--- src/rtl/enc16_4_seq_if.sv ---
// Handshake bundle for the 16:4 priority encoder: input word stream, encoded
// output stream and the error counter.
interface enc16_4_seq_if;
  logic        in_valid;
  logic        in_ready;
  logic [15:0] in_data;
  logic        out_valid;
  logic        out_ready;
  logic [3:0]  out_code;
  logic        out_zero;
  logic        out_multi;
  logic [7:0]  err_cnt;

  modport master (
    output in_valid, in_data, out_ready,
    input  in_ready, out_valid, out_code, out_zero, out_multi, err_cnt
  );

  modport slave (
    input  in_valid, in_data, out_ready,
    output in_ready, out_valid, out_code, out_zero, out_multi, err_cnt
  );
endinterface

--- src/rtl/enc16_4_seq.sv ---
// Registered 16:4 encoder with valid/ready handshake, zero/multi-bit flags and
// a saturating count of words that were not one-hot.
module enc16_4_seq #(
  parameter int PRIORITY_HIGH = 1
) (
  input  logic          clk,
  input  logic          rst,
  enc16_4_seq_if.slave  bus
);

  typedef enum logic {EMPTY, FULL} state_t;

  state_t      state_q, state_d;
  logic        in_xfer, out_xfer;
  logic [3:0]  code_p0;
  logic        zero_p0, multi_p0;
  logic [3:0]  code_p1;
  logic        zero_p1, multi_p1;
  logic [7:0]  err_p1;

  function automatic logic [3:0] pick_index(input logic [15:0] d);
    logic [3:0] idx;
    idx = 4'd0;
    // Scan toward the winning end so the last hit is the priority bit.
    if (PRIORITY_HIGH != 0) begin
      for (int i = 0; i < 16; i++)
        if (d[i]) idx = 4'(i);
    end else begin
      for (int i = 15; i >= 0; i--)
        if (d[i]) idx = 4'(i);
    end
    return idx;
  endfunction

  function automatic logic [7:0] sat_inc(input logic [7:0] c);
    return (c == 8'hFF) ? c : c + 8'd1;
  endfunction

  assign bus.in_ready = !rst && (state_q == EMPTY || bus.out_ready);
  assign in_xfer      = bus.in_valid && bus.in_ready;
  assign out_xfer     = (state_q == FULL) && bus.out_ready;

  // Stage p0: combinational encode of the incoming word
  assign code_p0  = pick_index(bus.in_data);
  assign zero_p0  = (bus.in_data == 16'h0000);
  assign multi_p0 = ((bus.in_data & (bus.in_data - 16'd1)) != 16'h0000);

  always_comb begin
    state_d = state_q;
    case (state_q)
      EMPTY:   if (in_xfer) state_d = FULL;
      FULL:    if (out_xfer && !in_xfer) state_d = EMPTY;
      default: state_d = EMPTY;
    endcase
  end

  // Stage p1: output register, held until the downstream takes it
  always_ff @(posedge clk) begin
    if (rst) begin
      state_q  <= EMPTY;
      code_p1  <= 4'd0;
      zero_p1  <= 1'b0;
      multi_p1 <= 1'b0;
      err_p1   <= 8'd0;
    end else begin
      state_q <= state_d;
      if (in_xfer) begin
        code_p1  <= code_p0;
        zero_p1  <= zero_p0;
        multi_p1 <= multi_p0;
        if (zero_p0 || multi_p0) err_p1 <= sat_inc(err_p1);
      end
    end
  end

  assign bus.out_valid = (state_q == FULL);
  assign bus.out_code  = code_p1;
  assign bus.out_zero  = zero_p1;
  assign bus.out_multi = multi_p1;
  assign bus.err_cnt   = err_p1;

endmodule

--- src/flat_wrapper.sv ---
// flat-port wrapper written by rule: the top's interface ports become plain ports
module enc16_4_seq_flat 
#(
  parameter int PRIORITY_HIGH = 1
)
  (clk, rst, bus_in_valid, bus_in_data, bus_out_ready, bus_in_ready, bus_out_valid, bus_out_code, bus_out_zero, bus_out_multi, bus_err_cnt);
  enc16_4_seq_if bus_i ();
  input  logic clk;
  input  logic rst;
  input wire logic [$bits(bus_i.in_valid)-1:0] bus_in_valid;
  input wire logic [$bits(bus_i.in_data)-1:0] bus_in_data;
  input wire logic [$bits(bus_i.out_ready)-1:0] bus_out_ready;
  output wire logic [$bits(bus_i.in_ready)-1:0] bus_in_ready;
  output wire logic [$bits(bus_i.out_valid)-1:0] bus_out_valid;
  output wire logic [$bits(bus_i.out_code)-1:0] bus_out_code;
  output wire logic [$bits(bus_i.out_zero)-1:0] bus_out_zero;
  output wire logic [$bits(bus_i.out_multi)-1:0] bus_out_multi;
  output wire logic [$bits(bus_i.err_cnt)-1:0] bus_err_cnt;
  assign bus_i.in_valid = bus_in_valid;
  assign bus_i.in_data = bus_in_data;
  assign bus_i.out_ready = bus_out_ready;
  assign bus_in_ready = bus_i.in_ready;
  assign bus_out_valid = bus_i.out_valid;
  assign bus_out_code = bus_i.out_code;
  assign bus_out_zero = bus_i.out_zero;
  assign bus_out_multi = bus_i.out_multi;
  assign bus_err_cnt = bus_i.err_cnt;
  enc16_4_seq #(.PRIORITY_HIGH(PRIORITY_HIGH)) u_core (.clk(clk), .rst(rst), .bus(bus_i));
endmodule
--- config.mk ---
export PLATFORM = sky130hd
export DESIGN_NAME = enc16_4_seq_flat
export DESIGN_NICKNAME = d
export VERILOG_FILES = /design/src/rtl/enc16_4_seq_if.sv /design/src/rtl/enc16_4_seq.sv /design/src/flat_wrapper.sv
export SDC_FILE = /design/constraint.sdc
export NUM_CORES = 1
export LEC_CHECK = 0
export BUFFER_PORTS_ARGS = -buffer_cell sky130_fd_sc_hd__buf_2
export CORE_MARGIN = 1.5
export CORE_UTILIZATION = 40
export DETAILED_ROUTE_END_ITERATION = 10
export HOLD_SLACK_MARGIN = 0.12
export PLACE_DENSITY = 0.66
export SLEW_MARGIN = 30
export SYNTH_ARGS = -nofsm -noshare
export SYNTH_HDL_FRONTEND = slang
export SYNTH_SLANG_ARGS = --single-unit
--- constraint.sdc ---
create_clock -name clk -period 2.62 [get_ports clk]
set_input_delay 0.524 -clock clk [delete_from_list [all_inputs] [get_ports clk]]
set_output_delay 0.524 -clock clk [all_outputs]
set_load 0.03 [all_outputs]
# Word-level counts from Yosys, hierarchy flattened
# Index checks and enable logic that the tools add are counted.
# Widths: inputs -> output; s select.
[op_classes]
n_mux = 18
bitwise_logic = 3
eq_ne = 1
add_sub_neg = 2
n_reduce_logical = 11
[ops]
columns = ["op", "n"]
rows = [
  ["$mux 4", 14],
  ["$and 16x16->16", 1],
  ["$logic_not 16->1", 1],
  ["$reduce_bool 16->1", 1],
  ["$sub 16x1->16 const B", 1],
  ["$add 8x1->8 const B", 1],
  ["$eq 8x8->1 const B", 1],
  ["$logic_and 1x1->1", 4],
  ["$mux 1", 3],
  ["$reduce_and 3->1", 1],
  ["$logic_not 1->1", 2],
  ["$logic_or 1x1->1", 2],
  ["$not 1->1", 2],
  ["$pmux 1 s2", 1],
]
[word_totals]
word_cells = 40
out_inout_bits = 16
ff_bits = 15
input_bits = 20

# Logic depth before layout (Yosys ltp)
# Gate-level depths: netlist of the first run.
[logic_depth]
depth_word = 15
depth_mapped = 7
mapped_depth_nobuf = 7

# Least setup slack after synthesis of the first run
# Ideal clock, no wire load.
[synth_path]
path_type = "flip-flop to flip-flop"
start = "register u_core.state_q (netlist: u_core.bus.out_valid)"
end = "register u_core.err_p1[5] (netlist: u_core.bus.err_cnt[5])"
arrival_ps = 2384
setup_ps = 71
required_time_ps = 2549
path_slack_ps = 165
path_buffers = 0
stages_incl_launch_ff = 8
synth_period_minus_slack_ps = 2455
cell_sequence = "dfxtp_1 nor2b_1 nor2_1 nand2_1 a41oi_1 o21ai_4 or4_1 a21oi_1"
[synth_via]
elab_chain_cells = 5
[synth_lines]
columns = ["element", "line_no", "text"]
rows = [
  ["from (decl)", "enc16_4_seq.sv:13", "state_t state_q, state_d;"],
  ["from (signal assigned)", "enc16_4_seq.sv:66", "state_q <= state_d;"],
  ["$not 1->1", "enc16_4_seq.sv:39", "assign bus.in_ready = !rst && (state_q == EMPTY || bus.out_ready);"],
  ["$logic_or 1x1->1", "enc16_4_seq.sv:39", ""],
  ["$logic_and 1x1->1", "enc16_4_seq.sv:39", ""],
  ["net bus_in_ready", "flat_wrapper.sv:13", "output wire logic [$bits(bus_i.in_ready)-1:0] bus_in_ready;"],
  ["$logic_and 1x1->1", "enc16_4_seq.sv:40", "assign in_xfer = bus.in_valid && bus.in_ready;"],
  ["$reduce_and 3->1 (no source line)", "--", ""],
  ["to (signal assigned)", "enc16_4_seq.sv:71", "if (zero_p0 || multi_p0) err_p1 <= sat_inc(err_p1);"],
  ["to (decl)", "enc16_4_seq.sv:19", "logic [7:0] err_p1;"],
]
# The timed path passes the listed nets, and every way through them passes these cells.
# A chain may end at the register's enable or synchronous reset.

# Final worst setup path of the first run
[layout_path]
start = "input bus_in_data[12]"
end = "register u_core.err_p1[5] (netlist: u_core.bus.err_cnt[5])"
[layout_via]
elab_chain_cells = 5
elab_cells_between_ends = 6
cone_classes = "1 x add/sub; 1 x bitwise; 4 x reduce/logical"
[layout_lines]
columns = ["element", "line_no", "text"]
rows = [
  ["from (decl)", "flat_wrapper.sv:11", "input wire logic [$bits(bus_i.in_data)-1:0] bus_in_data;"],
  ["$sub 16x1->16", "enc16_4_seq.sv:46", "assign multi_p0 = ((bus.in_data & (bus.in_data - 16'd1)) != 16'h0000);"],
  ["$and 16x16->16", "enc16_4_seq.sv:46", ""],
  ["$reduce_bool 16->1", "enc16_4_seq.sv:46", ""],
  ["$logic_or 1x1->1 *", "enc16_4_seq.sv:71", ""],
  ["$reduce_and 3->1 (no source line) *", "--", ""],
]
# Mark *: on every way between the ends. The rest lies on a longest branch, timed or not.

==> results of run 1 <==
[sequential cells by signal, summed over array words and instances (netlist names)]
register / count
u_core.bus.err_cnt: 8
u_core.bus.out_code: 4
u_core.bus.out_multi: 1
u_core.bus.out_valid: 1
u_core.bus.out_zero: 1
[cell families (layout without fill, tap and decap cells)]
| group | after synthesis | after routing |
|---|---|---|
| multiplexers | 2 | 2 |
| AND/OR/NAND/NOR | 58 | 58 |
| buffers and inverters | 9 | 52 |
| XOR/XNOR | 1 | 1 |
| flip-flops | 15 | 15 |
| adder cells (fa/ha/maj) | 1 | 1 |
| AO/OA/AOI/OAI | 41 | 41 |
[worst paths after layout]
check / from / end / slack, ns / cells after the start
min reg2reg: u_core.bus.out_code[1] / u_core.bus.out_code[1] / 0.48 / 2
min: u_core.bus.out_code[1] / u_core.bus.out_code[1] / 0.48 / 2
max reg2reg: u_core.bus.out_valid / u_core.bus.err_cnt[5] / 0.74 / 7
max: bus_in_data[12] / u_core.bus.err_cnt[5] / 0.35 / 8
[layout by cell type, fill, tap and decap left out, types with 2 or more instances in the layout]
master,instances
sky130_fd_sc_hd__buf_2,35
sky130_fd_sc_hd__a211oi_1,3
sky130_fd_sc_hd__clkbuf_4,3
sky130_fd_sc_hd__o21ai_0,4
sky130_fd_sc_hd__a21oi_1,16
sky130_fd_sc_hd__nor2_1,19
sky130_fd_sc_hd__nor3_1,5
sky130_fd_sc_hd__o21bai_1,2
sky130_fd_sc_hd__o21a_1,2
sky130_fd_sc_hd__or3_1,2
sky130_fd_sc_hd__a41oi_1,2
sky130_fd_sc_hd__nand2_1,10
sky130_fd_sc_hd__o31ai_1,2
sky130_fd_sc_hd__inv_1,8
sky130_fd_sc_hd__nand3_1,7
sky130_fd_sc_hd__nand2b_1,2
sky130_fd_sc_hd__buf_4,5
sky130_fd_sc_hd__o211ai_1,3
sky130_fd_sc_hd__mux2i_1,2
sky130_fd_sc_hd__dfxtp_1,15
[layout make-up]
| class | count | area, um2 |
|---|---|---|
| Fill cell | 232 | 1011 |
| Multi-Input combinational cell | 103 | 638.1 |
| Tap cell | 28 | 35.03 |
| Timing Repair Buffer | 40 | 212.7 |
| Sequential cell | 15 | 300.3 |
| Clock inverter | 1 | 5.005 |
| Inverter | 8 | 30.03 |
| Clock buffer | 3 | 22.52 |
[per-layer routing]
layer  global-route usage  vias up
met5                    0        -
met4              0.05983        0
met3              0.03429        2
met2               0.3313       25
met1               0.2354      478
li1                     -      563
[Yosys cell counts]
library cell,number,area (um2)
sky130_fd_sc_hd__a211oi_1,3,22.52
sky130_fd_sc_hd__a21oi_1,16,80.08
sky130_fd_sc_hd__a31oi_1,1,6.260
sky130_fd_sc_hd__a41oi_1,2,17.52
sky130_fd_sc_hd__and2_1,1,6.260
sky130_fd_sc_hd__and2b_1,1,7.510
sky130_fd_sc_hd__and3_1,1,6.260
sky130_fd_sc_hd__clkbuf_1,1,3.750
sky130_fd_sc_hd__dfxtp_1,15,300.3
sky130_fd_sc_hd__ha_1,1,12.51
sky130_fd_sc_hd__inv_1,8,30.03
sky130_fd_sc_hd__mux2i_1,2,20.02
sky130_fd_sc_hd__nand2_1,10,37.54
sky130_fd_sc_hd__nand2b_1,2,12.51
sky130_fd_sc_hd__nand3_1,7,35.03
sky130_fd_sc_hd__nand4_1,1,6.260
sky130_fd_sc_hd__nand4b_1,1,8.760
sky130_fd_sc_hd__nor2_1,19,71.32
sky130_fd_sc_hd__nor2b_1,1,6.260
sky130_fd_sc_hd__nor3_1,5,25.02
sky130_fd_sc_hd__nor4_1,1,6.260
sky130_fd_sc_hd__nor4_2,1,12.51
sky130_fd_sc_hd__nor4_4,1,21.27
sky130_fd_sc_hd__nor4b_4,1,23.77
sky130_fd_sc_hd__o2111ai_1,1,8.760
sky130_fd_sc_hd__o211ai_1,3,22.52
sky130_fd_sc_hd__o21a_1,2,15.01
sky130_fd_sc_hd__o21ai_0,4,20.02
sky130_fd_sc_hd__o21ai_1,1,5.000
sky130_fd_sc_hd__o21ai_4,1,16.27
sky130_fd_sc_hd__o21bai_1,2,15.01
sky130_fd_sc_hd__o31a_1,1,8.760
sky130_fd_sc_hd__o31ai_1,2,15.01
sky130_fd_sc_hd__o32ai_1,1,8.760
sky130_fd_sc_hd__o41ai_1,1,8.760
sky130_fd_sc_hd__or2_4,1,8.760
sky130_fd_sc_hd__or3_1,2,12.51
sky130_fd_sc_hd__or4_1,1,7.510
sky130_fd_sc_hd__or4_4,1,11.26
sky130_fd_sc_hd__xnor2_1,1,8.760
[metrics by stage]
stage / instances / util
after CTS: 198 / 0.5516
after global routing: 198 / 0.5516
final: 198 / 0.5516
after floorplan: 127 / -
after global placement: 194 / 0.5394
after detailed placement: 194 / 0.5394
[power by group]
part	switching [mW]	internal, mW	total [mW]	leakage, nW
combinational	0.0778	0.0437	0.122	0.393
clock	0.0772	0.0566	0.134	0.0177
sequential	0.00609	0.238	0.244	0.123
[critical path: cells and delay by family]
family,cells,cell delay (ns)
buffers and inverters,1,0.13
AOI/OAI and AO/OA,2,0.23
and+or+nand+nor,5,1.61
==> summary by stage, run 1 <==
Clock tree
Clock tree synthesis inserted a total of 3 buffers. The clock tree from TritonCTS is yes. The number of hold-repair buffers added at the cts stage is 0. The CTS root buffer is sky130_fd_sc_hd__clkbuf_4. The deepest level of the CTS H-tree is 1. The clock slew seen by the registers of the worst setup and hold paths is about 0.1 ns.

After clock tree synthesis, the repair step resized 0 gates. Buffers added to address setup during post-CTS repair amount to 0. The number of sinks handled by clock tree synthesis is 15. The maximum count of clock buffers along a single path is 2. The clock reaches the later pin of the worst-skew pair after ~0.28 ns.

Floorplan
The total area inside the core boundary comes to 0.002255 mm2. For this configuration, the core starts out at a cell density of 0.4312. The number of I/O pins is 36. The floorplan die area is between 0.002 and 0.003 mm2. From bottom edge to top edge, the die measures roughly 52 um. Measured along the x axis, the die boundary spans ~52 um. The number of rows created at floorplan is 17.

Power
Dividing total power by cell area gives a power density of roughly 400 mW/mm2. Summed over all cells, the static leakage comes to 0.5338 nW. The design draws 499.4 uW. The worst-case vdd ir drop is 0.2813 mV.

Worst setup path
Of all nets on the critical path, the largest fanout is 8. The worst setup path is captured at a flip-flop. In this design, the stage delay of the slowest critical-path cell is around 0.55 ns. The critical path required time is 2.84 ns. Among all stages on the critical path, the largest delay is contributed by sky130_fd_sc_hd__or4_4. The arrival time at the worst endpoint is around 2.5 ns.

The startpoint-to-endpoint class of the critical path is primary input to flip-flop. The nature of the critical path startpoint is a primary input. Walking the worst path, the cells encountered are buf_2, or4_4, nor4b_4, and2b_1, or2_4, o21ai_4, or4_1, a21oi_1.

Global route
The first global-routing pass estimated approximately 3.9 mm of wire. The overall global routing resource usage is 0.1903. Entering global routing, the biggest net connects 15 pins.

The total global routing overflow is 0. The via count of the first global-routing pass was approximately 940. The number of antenna violations at the first check in global routing is 0.

Detailed routing
The DRC violation count after routing is 0. The average wire length per cell after detail routing is 12.12 um. The met3 wire length is 101 um. Summed over all nets, wire length on met2 after detailed routing comes to approximately 1.1 mm. The routed design has ~2.4 mm of wire. Signal routing reaches up to met4.

For this block, the via count after detailed routing is ~1100. The iteration count of the initial detailed-routing pass is 4. The number of nets with antenna violations after routing is 0. The detailed router put a total of roughly 1.2 mm of wire on met1. After the first detailed-routing iteration, the DRC count stood at 19.

The vias per cell is about 5.4.

Run status
The run finished with clean final reports.

Placed design
At the end of routability-driven placement, the weighted congestion stood at slightly above 0.8. The pre-CTS worst setup slack is around 0.035 ns. The sum of net half-perimeters after detailed placement is slightly below 2 mm. The placed instances occupy a cell area of roughly 0.0012 mm2.

The count of buffers added on input and output ports is 35.

Synth
After synthesis, the largest family of logic cells by area is simple AND/OR/NAND/NOR gates. The total of warnings raised by yosys is 0. The portion of netlist area occupied by mux cells is 0.02059. The netlist uses 40 different library cells. The sequential area share after synthesis is 0.3089.

After technology mapping, the gate count stands at ~130. Of the total synthesized cell area, the portion taken by AND, OR, NAND and NOR gates is 0.3359. Of the total synthesized cell area, the portion taken by XOR and XNOR cells is 0.009009. The number of nets handed over by synthesis was 148. After synthesis the cells add up to 972.2 um2.

The flip-flop and latch count after synthesis is 15. The average footprint of a synthesized cell is roughly 7.7 um2. The compound-cell area share of the yosys netlist is 0.2780. Of the total synthesized cell area, the portion taken by full adders, half adders and majority gates is 0.01287.

Timing
The actual transition at the worst max-transition pin is 0.5105 ns. The count of final max-slew check failures came to 0. In the post-route analysis, the smallest setup slack over all paths is approximately 0.35 ns. Headroom to the max-slew limit came out at 0.6593. The final setup violation count is 0. The final clock skew is 0.007371 ns. The post-route minimum period is approximately 2.3 ns. Final hold analysis gives a worst-case slack of around 0.48 ns. The share of the cycle needed by the critical path after routing is 0.8676.

The setup TNS after final layout is 0 ns. The number of failing hold endpoints at the final stage is 0. Setup repair after global routing left no endpoint under its margin. The highest achievable clock rate is 439.9 MHz.

Cells and area
The layout-stage area growth over the synthesis result is 27.93%. The fraction of final layout cells sized beyond drive strength 1 is 0.2941. The final layout contains 192 nets. The finished cells cover roughly 0.0012 mm2. The number of antenna diodes in the final layout is 0.

Hold path
The worst hold path class is flip-flop to flip-flop.

Flow run
The number of max-capacitance violations reported is 0.
Note: power is estimated with default switching activity, not from simulation.
==> run 2, diff against run 1 <==
- ABC_AREA: default -> 1
- PLACE_DENSITY: 0.66 -> 0.64
==> summary by stage, run 2 <==
Timing
The share of the cycle needed by the critical path after routing is 0.6346 (-0.2330). Setup repair after global routing left no endpoint under its margin. The worst hold margin is 0.4648 ns (-0.01571 ns). The worst setup slack after layout was 0.9575 ns (+0.6105 ns). The post-route minimum period is 1.663 ns (-0.6105 ns). The final setup violation count is 0 (unchanged). The setup TNS after final layout is 0 ns (unchanged).

The number of failing hold endpoints at the final stage is 0 (unchanged). The actual transition at the worst max-transition pin is 0.2990 ns (-0.2115 ns). The highest achievable clock rate is 601.5 MHz (+37%). The final clock skew is 0.009205 ns (+0.001834 ns).

The worst slew margin relative to its limit is 0.7994 (+0.1401). The count of final max-slew check failures is 0 (unchanged).

Worst setup path
The largest driver fanout on the critical path is 9 (+1). The capturing point of the worst reg2reg path is u_core.bus.err_cnt[0]. The critical path in this run is classified as primary input to flip-flop. The register-to-register path setup slack is 1.06 ns (+0.32 ns).

The category of the worst setup path capture point is a flip-flop. The nature of the critical path startpoint is a primary input. The critical path required time is 2.81 ns (-0.03 ns).

The arrival time at the worst endpoint is 1.85 ns (-0.65 ns). The depth of the worst register-to-register path is 7 (unchanged). The worst register-to-register path begins at u_core.bus.err_cnt[1].

Cells and area
The area taken by multi-input logic gates was 749.5 um2 (+17%). The sequential cell area was 300.3 um2 (unchanged). The end-of-flow core utilization is 0.5032 (-0.04843).

The number of flip-flops in the largest register came to 8 (unchanged). The final instance count without filler cells is 255 (+29%). The fraction of final layout cells sized beyond drive strength 1 is 0.2545 (-0.03965). The number of filler instances in the final layout came to 304 (+31%). The final-stage net count was 246 (+28%).

In the layout the commonest cells are sky130_fd_sc_hd__nand2_1, sky130_fd_sc_hd__buf_2, sky130_fd_sc_hd__inv_1, sky130_fd_sc_hd__nor2_1, sky130_fd_sc_hd__dfxtp_1. The layout-stage area growth over the synthesis result is 20.15%. The post-route cell area came to 0.001388 mm2 (+12%). The leading cell type in the layout, fill and taps excluded is sky130_fd_sc_hd__nand2_1. The number of diodes added for antenna fixing is 0 (unchanged).

Hold path
The tightest min-delay check is of the flip-flop to flip-flop type. The instance count along the most critical hold path is 2 (unchanged). For hold timing, the worst endpoint is u_core.bus.out_zero. The startpoint identified for the worst hold timing path is u_core.bus.out_zero.

Detailed routing
The average wire length per cell after detail routing is 9.369 um (-23%). The routed via count is 1191 (+12%). The DRC violation count after routing was 0 (unchanged).

The iteration count of the initial detailed-routing pass was 4 (unchanged). The wire length reported by the detailed router is 2.389 mm (-0.42%). The number of nets with antenna violations after routing came to 0 (unchanged).

The vias per cell was 4.671 (-13%). The number of DRC markers after the initial detailed-route iteration is 33 (+14).

Clock tree
The clock slew seen by the registers of the worst setup and hold paths came to 0.09 ns (about the same). The clock tree from TritonCTS is yes. The clock insertion delay at the later pin of the skew report is 0.28 ns (about the same). The number of sinks handled by clock tree synthesis is 15 (unchanged). The number of hold-repair buffers added at the cts stage is 0 (unchanged). The number of buffers added by the clock tree synthesis step was 3 (unchanged). The maximum count of clock buffers along a single path is 2 (unchanged).

Clock tree synthesis selected as its root buffer the cell sky130_fd_sc_hd__clkbuf_4. The deepest level of the CTS H-tree was 1 (unchanged). The post-CTS repair timing setup buffer count is 0 (unchanged). The total of cells resized after clock tree synthesis is 0 (unchanged).

Synth
The fraction of synthesized cell area taken by the top area cell type is 0.2600 (-0.04886). Sorting the synthesized cells by how often they occur yields sky130_fd_sc_hd__nand2_1, sky130_fd_sc_hd__inv_1, sky130_fd_sc_hd__nor2_1. The total of warnings raised by yosys is 0 (unchanged). The flip-flop and latch count after synthesis came to 15 (unchanged).

The average footprint of a synthesized cell is 6.209 um2 (-19%). The count of flip-flops with a built-in enable after synthesis is 0 (unchanged). The post-synthesis instance total was 186 (+46%).

The top flip-flop cell by instance count after synthesis is sky130_fd_sc_hd__dfxtp_1. sky130_fd_sc_hd__nand2_1 is the most common cell in the netlist. The share of synthesized flip-flops with an asynchronous set or reset is 0 (unchanged). The cell taking the most area after synthesis is sky130_fd_sc_hd__dfxtp_1. By area the synthesized netlist is led by sky130_fd_sc_hd__dfxtp_1, sky130_fd_sc_hd__nand2_1, sky130_fd_sc_hd__inv_1. The sequential area share after synthesis was 0.2600 (-0.04886). The post-synthesis net count is 207 (+40%). The number of distinct library cells after synthesis is 26 (-35%).

The post-synthesis instance area is 0.001155 mm2 (+19%).

Global route
The number of antenna violations at the first check in global routing is 0 (unchanged). The via count of the first global-routing pass is 1097 (+16%). The global-route wire length before repair came to 4.409 mm (+12%). The total global routing overflow came to 0 (unchanged). The pin count of the biggest net entering global routing came to 13 (-2). The overall global routing resource usage is 0.1660 (-0.02427).

Power
The total power density per cell area is 357.4 mW/mm2 (-11%). The power dissipated by switching net loads was 157.3 uW (-2.4%). The combinational group share of total power is 0.253 (+0.010). The worst-case vdd ir drop is 0.5131 mV (+82%). The design internal power was 338.6 uW (about the same). The register share of total power was 0.490 (about the same). The overall power after layout is 495.9 uW (-0.70%).

The relative contribution of the clock network to total power is 0.257 (-0.011). The reported leakage power is 0.7190 nW (+35%). The switching share of total power was 0.3172 (-0.005381).

Floorplan
The number of rows created at floorplan is 19 (+2). The floorplan die area is 0.003218 mm2 (+18%). The die height is 56.73 um (+8.5%). The initial standard-cell utilization of the core is 0.4188 (-0.01240). The core outline area is 0.002758 mm2 (+22%). The number of I/O pins is 36 (unchanged). The die span in x is 56.73 um (+8.5%).

Flow run
The number of max-capacitance violations reported was 0 (unchanged).

Placed design
The placed cell count is 251 (+29%). The count of buffers from port buffering is 35 (unchanged). The placed cell area is 0.001361 mm2 (+12%). The placer congestion estimate is 0.7633 (-8.0%). The pre-CTS worst setup slack is 0.6428 ns (+0.6082 ns).

The sum of net half-perimeters after detailed placement came to 1.960 mm (-1.1%).

Run status
The run finished with clean final reports.
-- run 2: changes by cell type in the layout (fill, tap and decap cells not counted), moves of 3 or more --
cell	before	now
sky130_fd_sc_hd__nor2_4	0	4
sky130_fd_sc_hd__nand3_2	0	3
sky130_fd_sc_hd__nand4_1	1	8
sky130_fd_sc_hd__buf_4	5	0
sky130_fd_sc_hd__nand2_1	10	60
sky130_fd_sc_hd__a211oi_1	3	0
sky130_fd_sc_hd__o211ai_1	3	0
sky130_fd_sc_hd__nand2_2	0	3
sky130_fd_sc_hd__nor2_1	19	24
sky130_fd_sc_hd__xor2_1	0	3
sky130_fd_sc_hd__a21oi_1	16	11
sky130_fd_sc_hd__inv_1	8	24
sky130_fd_sc_hd__nor2_2	0	5
-- run 2: power by group through the flow --
stage / logic, mW / clock network [mW] / registers (mW)
6_report: 0.126 / 0.128 / 0.243
5_1_grt: 0.143 / 0.148 / 0.244
4_1_cts: 0.126 / 0.132 / 0.243
3_5_place_dp: 0.126 / 0 / 0.248
3_3_place_gp: 0.126 / 0 / 0.248
2_1_floorplan: 0.0632 / 0 / 0.267
-- run 2: kinds of logic after synthesis --
kind of cell | Yosys count | share of synthesized area
AOI/OAI and AO/OA | 18 | 0.08884
xor gates and xnor gates | 6 | 0.04551
adders and majority gates | 1 | 0.01083
buffers and inverters | 27 | 0.09101
DFF | 15 | 0.2600
and+or+nand+nor | 119 | 0.5038
-- run 2: worst max-delay path, stage by stage --
cell,delay (ns)
sky130_fd_sc_hd__buf_2,0.11
sky130_fd_sc_hd__nor2_2,0.11
sky130_fd_sc_hd__nand3_1,0.17
sky130_fd_sc_hd__nor2_4,0.18
sky130_fd_sc_hd__nand2_1,0.07
sky130_fd_sc_hd__nand2_1,0.07
sky130_fd_sc_hd__nand3_2,0.08
sky130_fd_sc_hd__nor2_4,0.12
sky130_fd_sc_hd__nand3_4,0.13
sky130_fd_sc_hd__nand3_4,0.13
sky130_fd_sc_hd__nand2_1,0.07
sky130_fd_sc_hd__nand2_1,0.05
sky130_fd_sc_hd__nor2_1,0.03
-- run 2: final cells by class --
type                            instances  area share
Inverter                               26     0.07033
Multi-Input combinational cell        144      0.5401
Timing Repair Buffer                   35      0.1262
Tap cell                               31     0.02795
Clock buffer                            4     0.01894
Sequential cell                        15      0.2164
-- run 2: metal layers --
| layer | part of all wire | GRT usage | routed length, um |
|---|---|---|---|
| met2 | 0.44 | 0.2674 | 1050 |
| met5 | 0 | 0 | 0 |
| met3 | 0.042 | 0.04147 | 100 |
| met4 | 0.0050 | 0.03322 | 12 |
| met1 | 0.51 | 0.2252 | 1226 |
-- run 2: worst max path at each step --
stage	slack [ns]	startpoint	cells past startpoint	endpoint
after floorplan	0.65	bus_out_ready	9	u_core.bus.err_cnt[0]
after global placement	0.63	bus_in_data[7]	13	u_core.bus.err_cnt[0]
after detailed placement	0.64	bus_in_data[7]	13	u_core.bus.err_cnt[0]
after CTS	0.94	bus_in_data[7]	13	u_core.bus.err_cnt[0]
after global routing	0.78	bus_in_data[7]	12	u_core.bus.err_cnt[3]
final	0.96	bus_in_data[7]	13	u_core.bus.err_cnt[0]
==> run 3, diff against run 2 <==
- PLACE_DENSITY: 0.64 -> 0.66
- clock period: 2.62 -> 1.45 ns (I/O delays scaled with it)
==> summary by stage, run 3 (synthesis results as in run 2) <==
Run status
The run finished with clean final reports.

Cells and area
The number of flip-flops in the largest register is 8 (unchanged). The number of filler instances in the final layout came to 287 (-5.6%). The area taken by multi-input logic gates is 853.3 um2 (+14%). The final-stage net count is 278 (+13%). The fraction of final layout cells sized beyond drive strength 1 is 0.4102 (+0.1557). The number of diodes added for antenna fixing was 0 (unchanged). Compared with the post-synthesis result, the final layout area differs by 52.33%. The top cell types in the final layout, fill and taps aside, are sky130_fd_sc_hd__nand2_1, sky130_fd_sc_hd__buf_2, sky130_fd_sc_hd__buf_4.

The final instance count without filler cells is 287 (+13%). The leading cell type in the layout, fill and taps excluded is sky130_fd_sc_hd__nand2_1. The sequential cell area is 306.5 um2 (+2.1%).

Detailed routing
The wire length reported by the detailed router was 2.928 mm (+23%). The iteration count of the initial detailed-routing pass was 4 (unchanged). The number of nets with antenna violations after routing is 0 (unchanged). The vias per cell is 4.770 (+2.1%). The DRC violation count after routing was 0 (unchanged). The routed via count is 1369 (+15%). The number of DRC markers after the initial detailed-route iteration is 52 (+58%). The average wire length per cell after detail routing is 10.20 um (+8.9%).

Timing
The count of final max-slew check failures is 0 (unchanged). The clock period could shrink to ~1.4 ns. Of the available clock period, the critical path in the final layout requires 0.9698. Setup repair after global routing could not meet its margin everywhere. The actual transition at the worst max-transition pin is 0.3083 ns (+0.009278 ns). The worst slew margin relative to its limit came to 0.7929 (-0.006535). The number of failing hold endpoints at the final stage came to 0 (unchanged). For this run, the top clock speed supported by timing is a little over 700 MHz.

The final clock skew was 0.01201 ns (+0.002801 ns). The final setup violation count is 0 (unchanged).

Global route
The overall global routing resource usage is 0.1924 (+0.02636). The total global routing overflow is 0 (unchanged). The global-route wire length before repair is 5.092 mm (+15%). The pin count of the biggest net entering global routing was 12 (-1). The via count of the first global-routing pass is 1248 (+14%). The number of antenna violations at the first check in global routing is 0 (unchanged).

Hold path
The min-delay analysis places its worst path in the category primary input to flip-flop.

Worst setup path
The largest driver fanout on the critical path is 9 (unchanged). The arrival time at the worst endpoint is 1.61 ns (-0.24 ns). The category of the worst setup path capture point is a flip-flop. The critical path required time came to 1.66 ns (-1.15 ns).

The worst setup path is launched from a flip-flop. The startpoint-to-endpoint class of the critical path is flip-flop to flip-flop.

Power
The reported leakage power is 0.9099 nW (+27%). The worst-case vdd ir drop is 0.7793 mV (+52%). The total power density per cell area was 555.4 mW/mm2 (+55%).

The overall power after layout is 977.1 uW (+97%).

Floorplan
The die span in x is 56.73 um (unchanged). The core outline area is 0.002758 mm2 (unchanged). The floorplan die area is 0.003218 mm2 (unchanged). The number of I/O pins is 36 (unchanged). The die height came to 56.73 um (unchanged). The number of rows created at floorplan is 19 (unchanged). The initial standard-cell utilization of the core is 0.4188 (unchanged).

Clock tree
The number of sinks handled by clock tree synthesis is 15 (unchanged). The number of buffers added by the clock tree synthesis step is 3 (unchanged). The clock slew seen by the registers of the worst setup and hold paths is 0.09 ns (about the same).

The clock tree from TritonCTS is yes. The maximum count of clock buffers along a single path is 2 (unchanged). Clock tree synthesis selected as its root buffer the cell sky130_fd_sc_hd__clkbuf_4. The deepest level of the CTS H-tree is 1 (unchanged). The number of hold-repair buffers added at the cts stage is 0 (unchanged).

The clock insertion delay at the later pin of the skew report is 0.28 ns (about the same).

Placed design
The count of buffers from port buffering is 35 (unchanged). The sum of net half-perimeters after detailed placement came to 2.269 mm (+16%). The placed cell count is 278 (+11%). The placer congestion estimate is 0.8520 (+12%).

Flow run
The number of max-capacitance violations reported is 0 (unchanged).
-- run 3: cell count changes in the layout (fill, tap and decap cells not counted), sizes merged --
cell,before,now
buf,35,65
nand3,11,13
-- run 3: routing by layer --
| layer | vias up | part of all wire | GRT usage |
|---|---|---|---|
| met3 | 4 | 0.049 | 0.04608 |
| met1 | 594 | 0.47 | 0.2570 |
| met5 | - | 0 | 0 |
| met2 | 34 | 0.48 | 0.3090 |
| li1 | 737 | - | - |
| met4 | 0 | 0.0085 | 0.05316 |
-- run 3: power by group --
part | switching [mW] | total (mW) | leakage, nW | internal (mW)
combinational | 0.173 | 0.304 | 0.770 | 0.130
sequential | 0.00957 | 0.440 | 0.125 | 0.430
clock | 0.127 | 0.234 | 0.0150 | 0.107
-- run 3: per-stage QoR --
stage | util | area, um2 | TNS, ns | worst slack [ns] | hold WS [ns]
3_5_place_dp | 0.5794 | 1598 | -2.487 | -0.3216 | 0.4551
2_1_floorplan | - | 1189 | 0 | 0.004390 | 0.4105
5_1_grt | 0.6379 | 1759 | -0.1822 | -0.04026 | 0.2606
4_1_cts | 0.5989 | 1652 | 0 | 0.0007285 | 0.2413
3_3_place_gp | 0.5794 | 1598 | -2.285 | -0.2907 | 0.4553
6_report | 0.6379 | 1759 | 0 | 0.04381 | 0.2444
-- run 3: final timing paths --
kind / slack (ns) / cells after the start / start / end
worst max-delay path: 0.04 / 6 / u_core.bus.err_cnt[1] / u_core.bus.err_cnt[5]
worst min-delay path: 0.24 / 3 / bus_in_valid / u_core.bus.out_valid
worst min register to register: 0.46 / 2 / u_core.bus.out_zero / u_core.bus.out_zero
worst max register to register: 0.04 / 6 / u_core.bus.err_cnt[1] / u_core.bus.err_cnt[5]
-- run 3: worst max-delay path: stages, from the launching register on --
cell and delay (ns):
sky130_fd_sc_hd__dfxtp_2 0.36, sky130_fd_sc_hd__ha_1 0.18, sky130_fd_sc_hd__nand4_1 0.17, sky130_fd_sc_hd__nand3b_4 0.28, sky130_fd_sc_hd__nand3_4 0.14, sky130_fd_sc_hd__nand2_1 0.07, sky130_fd_sc_hd__a21oi_2 0.12
-- run 3: what timing repair did --
| item | in CTS | in global routing |
|---|---|---|
| setup endpoints to repair | 2 | 8 |
| buffers inserted | 1 | 2 |
| resized for setup | 0 | 24 |
| pin swaps | 4 | 7 |
| cloned | 2 | 0 |
-- run 3: area by class of cell --
cell class / count / area share
timing repair buffer: 65 / 0.2475
tap: 31 / 0.02205
multi-input combinational: 146 / 0.4851
clock buffer: 4 / 0.01494
inverter: 26 / 0.05619
sequential: 15 / 0.1743
